**config.mk**
```make
export PLATFORM = sky130hd
export DESIGN_NAME = fetch_sequencer
export DESIGN_NICKNAME = d
export VERILOG_FILES = /design/src/rtl/fetch_sequencer.sv
export SDC_FILE = /design/constraint.sdc
export NUM_CORES = 1
export LEC_CHECK = 0
export BUFFER_PORTS_ARGS = -buffer_cell sky130_fd_sc_hd__buf_2
export CORE_ASPECT_RATIO = 0.7
export CORE_MARGIN = 4
export CORE_UTILIZATION = 34
export CTS_CLUSTER_DIAMETER = 100
export DETAILED_ROUTE_END_ITERATION = 8
export PLACE_DENSITY = 0.51
export SYNTH_ARGS = -nofsm -noshare
export SYNTH_HDL_FRONTEND = slang
export SYNTH_SLANG_ARGS = --single-unit
export TNS_END_PERCENT = 100
```
**constraint.sdc**
```tcl
create_clock -name clk -period 4.5 [get_ports clk]
set_clock_uncertainty 0.2 [all_clocks]
set_input_delay 0.675 -clock clk [delete_from_list [all_inputs] [get_ports clk]]
set_output_delay 0.675 -clock clk [all_outputs]
set_load 0.01 [all_outputs]
```
**src/rtl/fetch_sequencer.sv**
```systemverilog
`default_nettype none
// ============================================================================
//  Module      : fetch_sequencer
//  Description : Next-address generator and instruction-fetch handshake master.
//                Issues the current PC to instruction memory with a req/ack
//                handshake. On the ack cycle it selects the next PC from
//                return, call, taken jump or sequential (priority in that
//                order). It then pulses pc_ld for one cycle to load the PC
//                register. A return-address stack (RAS) backs call/ret.
//
//  Parameters  : AW        address width (matches the PC register)
//                DEPTH     RAS entries, power of two, >= 2
//                TRAP_VEC  redirect address on a RAS fault (RAS_TRAP_EN only)
//
//  Ports       : clk, rst (async, active-low)
//                start / halt           - run control
//                pc_cur                 - current PC register value
//                imem_req/addr/ack      - instruction memory handshake
//                jmp/cond/call/ret/target - decoder outputs, sampled on ack
//                pc_ld / pc_next        - PC register load interface
//                ras_err                - sticky RAS overflow/underflow flag
//                busy                   - high whenever not IDLE
//
//  Config      : define RAS_TRAP_EN to redirect RAS faults to TRAP_VEC
//                (default: overflow drops the push and still jumps;
//                 underflow falls through sequentially)
//
//  Revision    : 1.0  initial release
// ============================================================================
module fetch_sequencer #(
    parameter int                AW       = 13,
    parameter int                DEPTH    = 8,
    parameter logic [AW-1:0]     TRAP_VEC = AW'(13'h1F00)
) (
    input  logic          clk,
    input  logic          rst,
    input  logic          start,
    input  logic          halt,
    input  logic [AW-1:0] pc_cur,
    output logic          imem_req,
    output logic [AW-1:0] imem_addr,
    input  logic          imem_ack,
    input  logic          jmp,
    input  logic          cond,
    input  logic          call,
    input  logic          ret,
    input  logic [AW-1:0] target,
    output logic          pc_ld,
    output logic [AW-1:0] pc_next,
    output logic          ras_err,
    output logic          busy
);

    localparam int IW  = $clog2(DEPTH);
    localparam int SPW = IW + 1;           // sp counts 0..DEPTH inclusive

    localparam logic [SPW-1:0] c_SP_FULL = SPW'(DEPTH);

    localparam logic [1:0] c_IDLE   = 2'd0;
    localparam logic [1:0] c_FETCH  = 2'd1;
    localparam logic [1:0] c_UPDATE = 2'd2;

    logic [1:0]     r_state;
    logic [1:0]     w_state_nxt;
    logic [AW-1:0]  r_pc_next;
    logic [AW-1:0]  w_pc_next_nxt;
    logic [SPW-1:0] r_sp;
    logic [SPW-1:0] w_sp_nxt;
    logic           r_ras_err;
    logic           w_ras_err_nxt;
    logic           w_push;

    logic [AW-1:0]  r_ras [DEPTH];

    logic [AW-1:0]  w_seq;
    logic [SPW-1:0] w_sp_m1;
    logic           w_empty;
    logic           w_full;

    assign w_seq   = pc_cur + AW'(1);
    assign w_sp_m1 = r_sp - SPW'(1);
    assign w_empty = (r_sp == '0);
    assign w_full  = (r_sp == c_SP_FULL);

`ifndef RAS_TRAP_EN
    // TRAP_VEC only matters in the trapping build.
    logic w_unused_trap;
    assign w_unused_trap = ^TRAP_VEC;
`endif

    // Outputs decoded straight from state so that an asynchronous reset
    // removes imem_req/pc_ld/busy in the same instant, with no extra edge.
    assign imem_req  = (r_state == c_FETCH);
    assign pc_ld     = (r_state == c_UPDATE);
    assign busy      = (r_state != c_IDLE);
    assign imem_addr = pc_cur;
    assign pc_next   = r_pc_next;
    assign ras_err   = r_ras_err;

    always_comb begin
        w_state_nxt   = r_state;
        w_pc_next_nxt = r_pc_next;
        w_sp_nxt      = r_sp;
        w_ras_err_nxt = r_ras_err;
        w_push        = 1'b0;

        case (r_state)
            c_IDLE: begin
                if (start) begin
                    w_state_nxt = c_FETCH;
                end
            end

            c_FETCH: begin
                if (imem_ack) begin
                    w_state_nxt = c_UPDATE;
                    if (ret) begin
                        if (w_empty) begin
                            w_ras_err_nxt = 1'b1;
`ifdef RAS_TRAP_EN
                            w_pc_next_nxt = TRAP_VEC;
`else
                            w_pc_next_nxt = w_seq;
`endif
                        end else begin
                            w_sp_nxt      = w_sp_m1;
                            w_pc_next_nxt = r_ras[w_sp_m1[IW-1:0]];
                        end
                    end else if (call) begin
                        if (w_full) begin
                            w_ras_err_nxt = 1'b1;
`ifdef RAS_TRAP_EN
                            w_pc_next_nxt = TRAP_VEC;
`else
                            w_pc_next_nxt = target;
`endif
                        end else begin
                            w_push        = 1'b1;
                            w_sp_nxt      = r_sp + SPW'(1);
                            w_pc_next_nxt = target;
                        end
                    end else if (jmp && cond) begin
                        w_pc_next_nxt = target;
                    end else begin
                        w_pc_next_nxt = w_seq;
                    end
                end
            end

            c_UPDATE: begin
                w_state_nxt = halt ? c_IDLE : c_FETCH;
            end

            default: begin
                w_state_nxt = c_IDLE;
            end
        endcase
    end

    always_ff @(posedge clk or negedge rst) begin
        if (!rst) begin
            r_state   <= c_IDLE;
            r_pc_next <= '0;
            r_sp      <= '0;
            r_ras_err <= 1'b0;
        end else begin
            r_state   <= w_state_nxt;
            r_pc_next <= w_pc_next_nxt;
            r_sp      <= w_sp_nxt;
            r_ras_err <= w_ras_err_nxt;
        end
    end

    // Stack storage needs no reset: entries are only read below sp.
    // w_push is low during reset because r_state is then IDLE.
    always_ff @(posedge clk) begin
        if (w_push) begin
            r_ras[r_sp[IW-1:0]] <= w_seq;
        end
    end

endmodule
`default_nettype wire

```
Word-level counts from Yosys, hierarchy flattened --
Memories as Yosys holds them, arrays and structs flattened. Cells that the tools add are included.
Storage, ports and cells: bits in registers 20, RAM bits 104, word-level logic and storage cells 49, memories 1
Memories:
- r_ras | depth 8, bits a word 13, read ports 1, clocked after Yosys merged registers in 0, write ports 1, RTL line 73 | logic [AW-1:0] r_ras [DEPTH];
Cells by class: add/subtract/negate cells 3, equal/unequal tests 8, muxes and demuxes 23, reduce and logical (&&, ||, !) cells 10
Operator list (number):
- $mux W13 | 4
- $mux W4 | 4
- $add A13 B1 Y13 const B | 1
- $mux W1 | 12
- $reduce_and A5 Y1 | 2
- $ne A2 B2 Y1 const B | 3
- $pmux W2 S3 | 1
- $reduce_bool A2 Y1 | 3
- $add A4 B1 Y4 const B | 1
- $eq A4 B4 Y1 const B | 1
- $logic_not A4 Y1 | 1
- $mux W2 | 2
- $ne A2 B1 Y1 const B | 2
- $reduce_and A2 Y1 | 2
- $sub A4 B1 Y4 const B | 1
- $eq A2 B1 Y1 const B | 1
- $eq A2 B2 Y1 const B | 1
- $logic_not A2 Y1 | 1
- $logic_and A1 B1 Y1 | 1

Depth between registers and ports, before layout --
depth after elaboration 8, mapped depth 10, depth with buffers taken out 7

Worst setup path after synthesis --
No wires, ideal clock.
path type register to register, start point register r_sp[0], end point memory r_ras[1][0] (enable), setup time 0.400 ns, arrival time 2.516 ns, required time 3.900 ns, path slack 1.384 ns, cell stages (with the launch flop) 10, period minus slack after synthesis 3.116 ns, cells stage by stage dfrtp_1 -> buf_6 -> buf_2 -> inv_2 -> ha_1 -> nand2b_1 -> o211ai_1 -> nor2_1 -> nand2_1 -> nor3_1
On the way: longest elaborated chain between the ends 8
Ends and longest elaborated chain:
- start: declaration | RTL line 67 | logic [SPW-1:0] r_sp;
- start signal: assignment | RTL line 169 | r_sp <= w_sp_nxt;
- $eq A4 B4 Y1 | RTL line 83 | assign w_full = (r_sp == c_SP_FULL);
- $mux W1 | RTL line 130 | if (w_full) begin
- $mux W1 | RTL line 129 | end else if (call) begin
- $mux W1 | RTL line 117 | if (ret) begin
- $mux W1 | RTL line 115 | if (imem_ack) begin
- $mux W1 | RTL line 107 | case (r_state)
- $mux W1 | RTL line 177 | if (w_push) begin
- $mux W1 (not written as such) | RTL line 178 | r_ras[r_sp[IW-1:0]] <= w_seq;
- end: declaration | RTL line 73
Several ways; a longest one is shown, not always the timed one.

Worst setup path after layout --
start point register r_sp[1], end point register r_pc_next[5], in the netlist pc_next[5]
On the way: longest elaborated chain between the ends 4
Ends and longest elaborated chain:
- $sub A4 B1 Y4 | RTL line 81 | assign w_sp_m1 = r_sp - SPW'(1);
- $mem_v2 Z8 W13
- $mux W13 * | RTL line 118 | if (w_empty) begin
- $mux W13 * | RTL line 117
- end signal: assignment | RTL line 168 | r_pc_next <= w_pc_next_nxt;
- end: declaration | RTL line 65 | logic [AW-1:0] r_pc_next;
Every way passes the cells marked *; elsewhere a longest branch is shown, timed or not. A chain may end at the register's enable or synchronous reset.

==> flow_summary.ini <==
[floorplanning]
num_rows = 38
dieWidth_microns = 160.3
ios = 65
start_util = 0.3518
die_area_sq_mm = 0.01837
coreArea_sq_mm = 0.01569
die_y_microns = 114.6

[clock_network]
cts.sinks = 124
clkTransAtPathRegs_ns = 0.06
max-clock-path-buffers = 2
cts_tree = yes
clk_latency_ns = 0.41
post-cts-setup-buffers = 0
cts_buffers = 17
cts_resized = 0
h-tree-depth = 4
ctsHoldBuffers = 0
root_buffer = clkbuf_16

[critical_path]
end_kind = flop
reg2reg_depth = 7
worstSetupPathType = flop to flop
crit_arrival_ns = 2.95
start_kind = flop
crit_fanout = 17
crit_required_ns = 4.58
regToRegSetupSlack_ns = 1.64

[logic_synthesis]
synth_seq_area_share = 0.6564
synth_nets = 391
yosys_register_bits = 124
async_reset_ff_frac = 0.1613
synth_edf_count = 104
synth_most_common_cell = edfxtp_1
synth_top_area_frac = 0.5657
synth_ff_type = edfxtp_1
netlist_instances = 352
yosysWarnings = 0
synthDistinctLibCells = 49
synth.area.top_cells = edfxtp_1 (57%), mux4_2 (9.8%), dfrtp_1 (9.1%), buf_4 (1.8%), nand2_1 (1.7%)
synth_top_area_cell = edfxtp_1
syn_area_sq_mm = 0.005520
synth.avg_cell_area_sq_um = 15.68
synth_common_cells = edfxtp_1 (104), nand2_1 (25), mux4_2 (24)

[sta]
max_freq_mhz = 349.1
final_max_slew_viol_count = 0
setup-tns-final_ns = 0
slew_headroom = 0.4543
finalCriticalPeriod_ns = 2.864
final-setup-viol-count = 0
fin_crit_sh = 0.6365
tightest_slew_ns = 0.8127
rsz0062_at_grt = false
timing.final.hold_violations = 0

[layout]
fillers = 1453
drive_gt1_frac = 0.3494
n_antenna_cell = 0
fin_nets = 461
syn2layout_area_growth_pct = 20.24
fin_area_sq_mm = 0.006638

[grt]
grt_max_degree = 28
gr-total-overflow = 0
grt_pass1_vias = 3339
grt_use_total = 0.1547
grt_antenna_before_repair = 0
grt_pass1_wl_mm = 20.80

[flow_run]
cap_violations = 0

[place]
postPlaceCellArea_sq_mm = 0.006012
place_congestion = 0.7783
port_buffers = 64
dp_hpwl_mm = 9.333

[power_and_ir_drop]
pwr-share-comb = 0.315
p_leak_nw = 2.390
swShare = 0.3070
power_density_mw_per_mm2 = 632.8
internal_power_w = 0.002911
peakVddDrop_mv = 0.2795
switchingPower_w = 0.001289
clkPwrFrac = 0.342
p_seq_frac = 0.343

[route]
vias = 3262
ant_nets = 0
drt_iter0_markers = 242
routedWlPerCell_microns = 21.75
drc = 0
wl_mm = 13.81
drtPass1Iterations = 4
vias_per_cell = 5.137

[worst_hold_path]
hold_path_class = input port to asynchronous set/reset pin

[status]
status = finished clean
==> sequential cells by signal (all words and copies together), names as in the netlist <==
name	count
pc_next	13
r_ras	104
r_state	2
r_sp	4
ras_err	1
==> final timing paths <==
check | endpoint | from
worst min register to register | ras_err | ras_err
worst min-delay path | pc_next[8] | rst
worst max register to register | pc_next[5] | r_sp[1]
max in group asynchronous | r_sp[0] | rst
min in group clk | ras_err | ras_err
worst max-delay path | pc_next[5] | r_sp[1]
==> per-layer routing <==
layer	share of wire	global-route usage	vias up
li1	-	-	1486
met1	0.46	0.2157	1677
met2	0.47	0.2412	81
met3	0.045	0.03706	18
met4	0.017	0.04986	0
met5	0	0	-
==> cells in the final DEF, fill, tap and decap left out, types with 4 or more instances in the layout <==
master	synthesis	layout
buf_2	6	64
a21oi_1	8	8
o221ai_1	6	6
ha_1	4	4
nor2b_1	11	11
clkinvlp_4	0	4
mux4_2	24	24
clkbuf_16	0	17
nand3_1	6	6
mux2i_1	5	5
nor2_1	16	16
o21ai_1	14	14
nor3_1	7	5
buf_4	13	14
nand2_1	25	25
dfrtp_1	20	19
inv_1	8	8
bufinv_16	0	4
a211oi_1	5	5
xor2_1	7	7
inv_2	4	4
o21ai_0	4	4
edfxtp_1	104	104
xnor2_1	8	8
==> critical path: stages (launching register included) <==
cell and delay, ns:
dfrtp_1 0.49, inv_1 0.15, ha_1 0.62, buf_4 0.38, mux4_2 0.34, nor2b_1 0.14, a211oi_1 0.29, o21ai_1 0.11
==> through the flow <==
stage / hold WS, ns / instances / power, W / worst slack, ns / util
floorplan: 0.1794 / 352 / 0.002470 / 1.384 / -
global placement: 0.2515 / 603 / 0.002800 / 1.639 / 0.3832
detailed placement: 0.2745 / 603 / 0.002810 / 1.590 / 0.3832
CTS: 0.07745 / 635 / 0.004249 / 1.574 / 0.4230
global route: 0.09656 / 635 / 0.004419 / 1.437 / 0.4230
finish: 0.06140 / 635 / 0.004200 / 1.636 / 0.4230
==> final cells by class <==
| type | count | area [sq um] | share of cell area |
|---|---|---|---|
| inverter | 12 | 45.04 | 0.006786 |
| clock buffer | 20 | 456.7 | 0.06880 |
| timing repair buffer | 78 | 425.4 | 0.06409 |
| clock inverter | 12 | 168.9 | 0.02545 |
| multi-input combinational | 189 | 1667 | 0.2511 |
| tap | 200 | 250.2 | 0.03770 |
| sequential | 124 | 3625 | 0.5461 |
==> power by group through the flow <==
stage	Clock, W	Sequential (W)	Combinational, W
3_5_place_dp	0	0.00146	0.00135
4_1_cts	0.00146	0.00144	0.00135
5_1_grt	0.00151	0.00146	0.00145
6_report	0.00144	0.00144	0.00132
3_3_place_gp	0	0.00146	0.00134
2_1_floorplan	0	0.00146	0.00100
==> cells by family after synthesis <==
kind of cell,Yosys count,synth area share
flops,124,0.6564
simple gates,82,0.07435
compound gates,53,0.06732
buf+inv,39,0.04352
mux,34,0.1226
xor+xnor,16,0.02675
fa+ha+maj,4,0.009067
No activity file was read; power rests on OpenSTA's default activity.
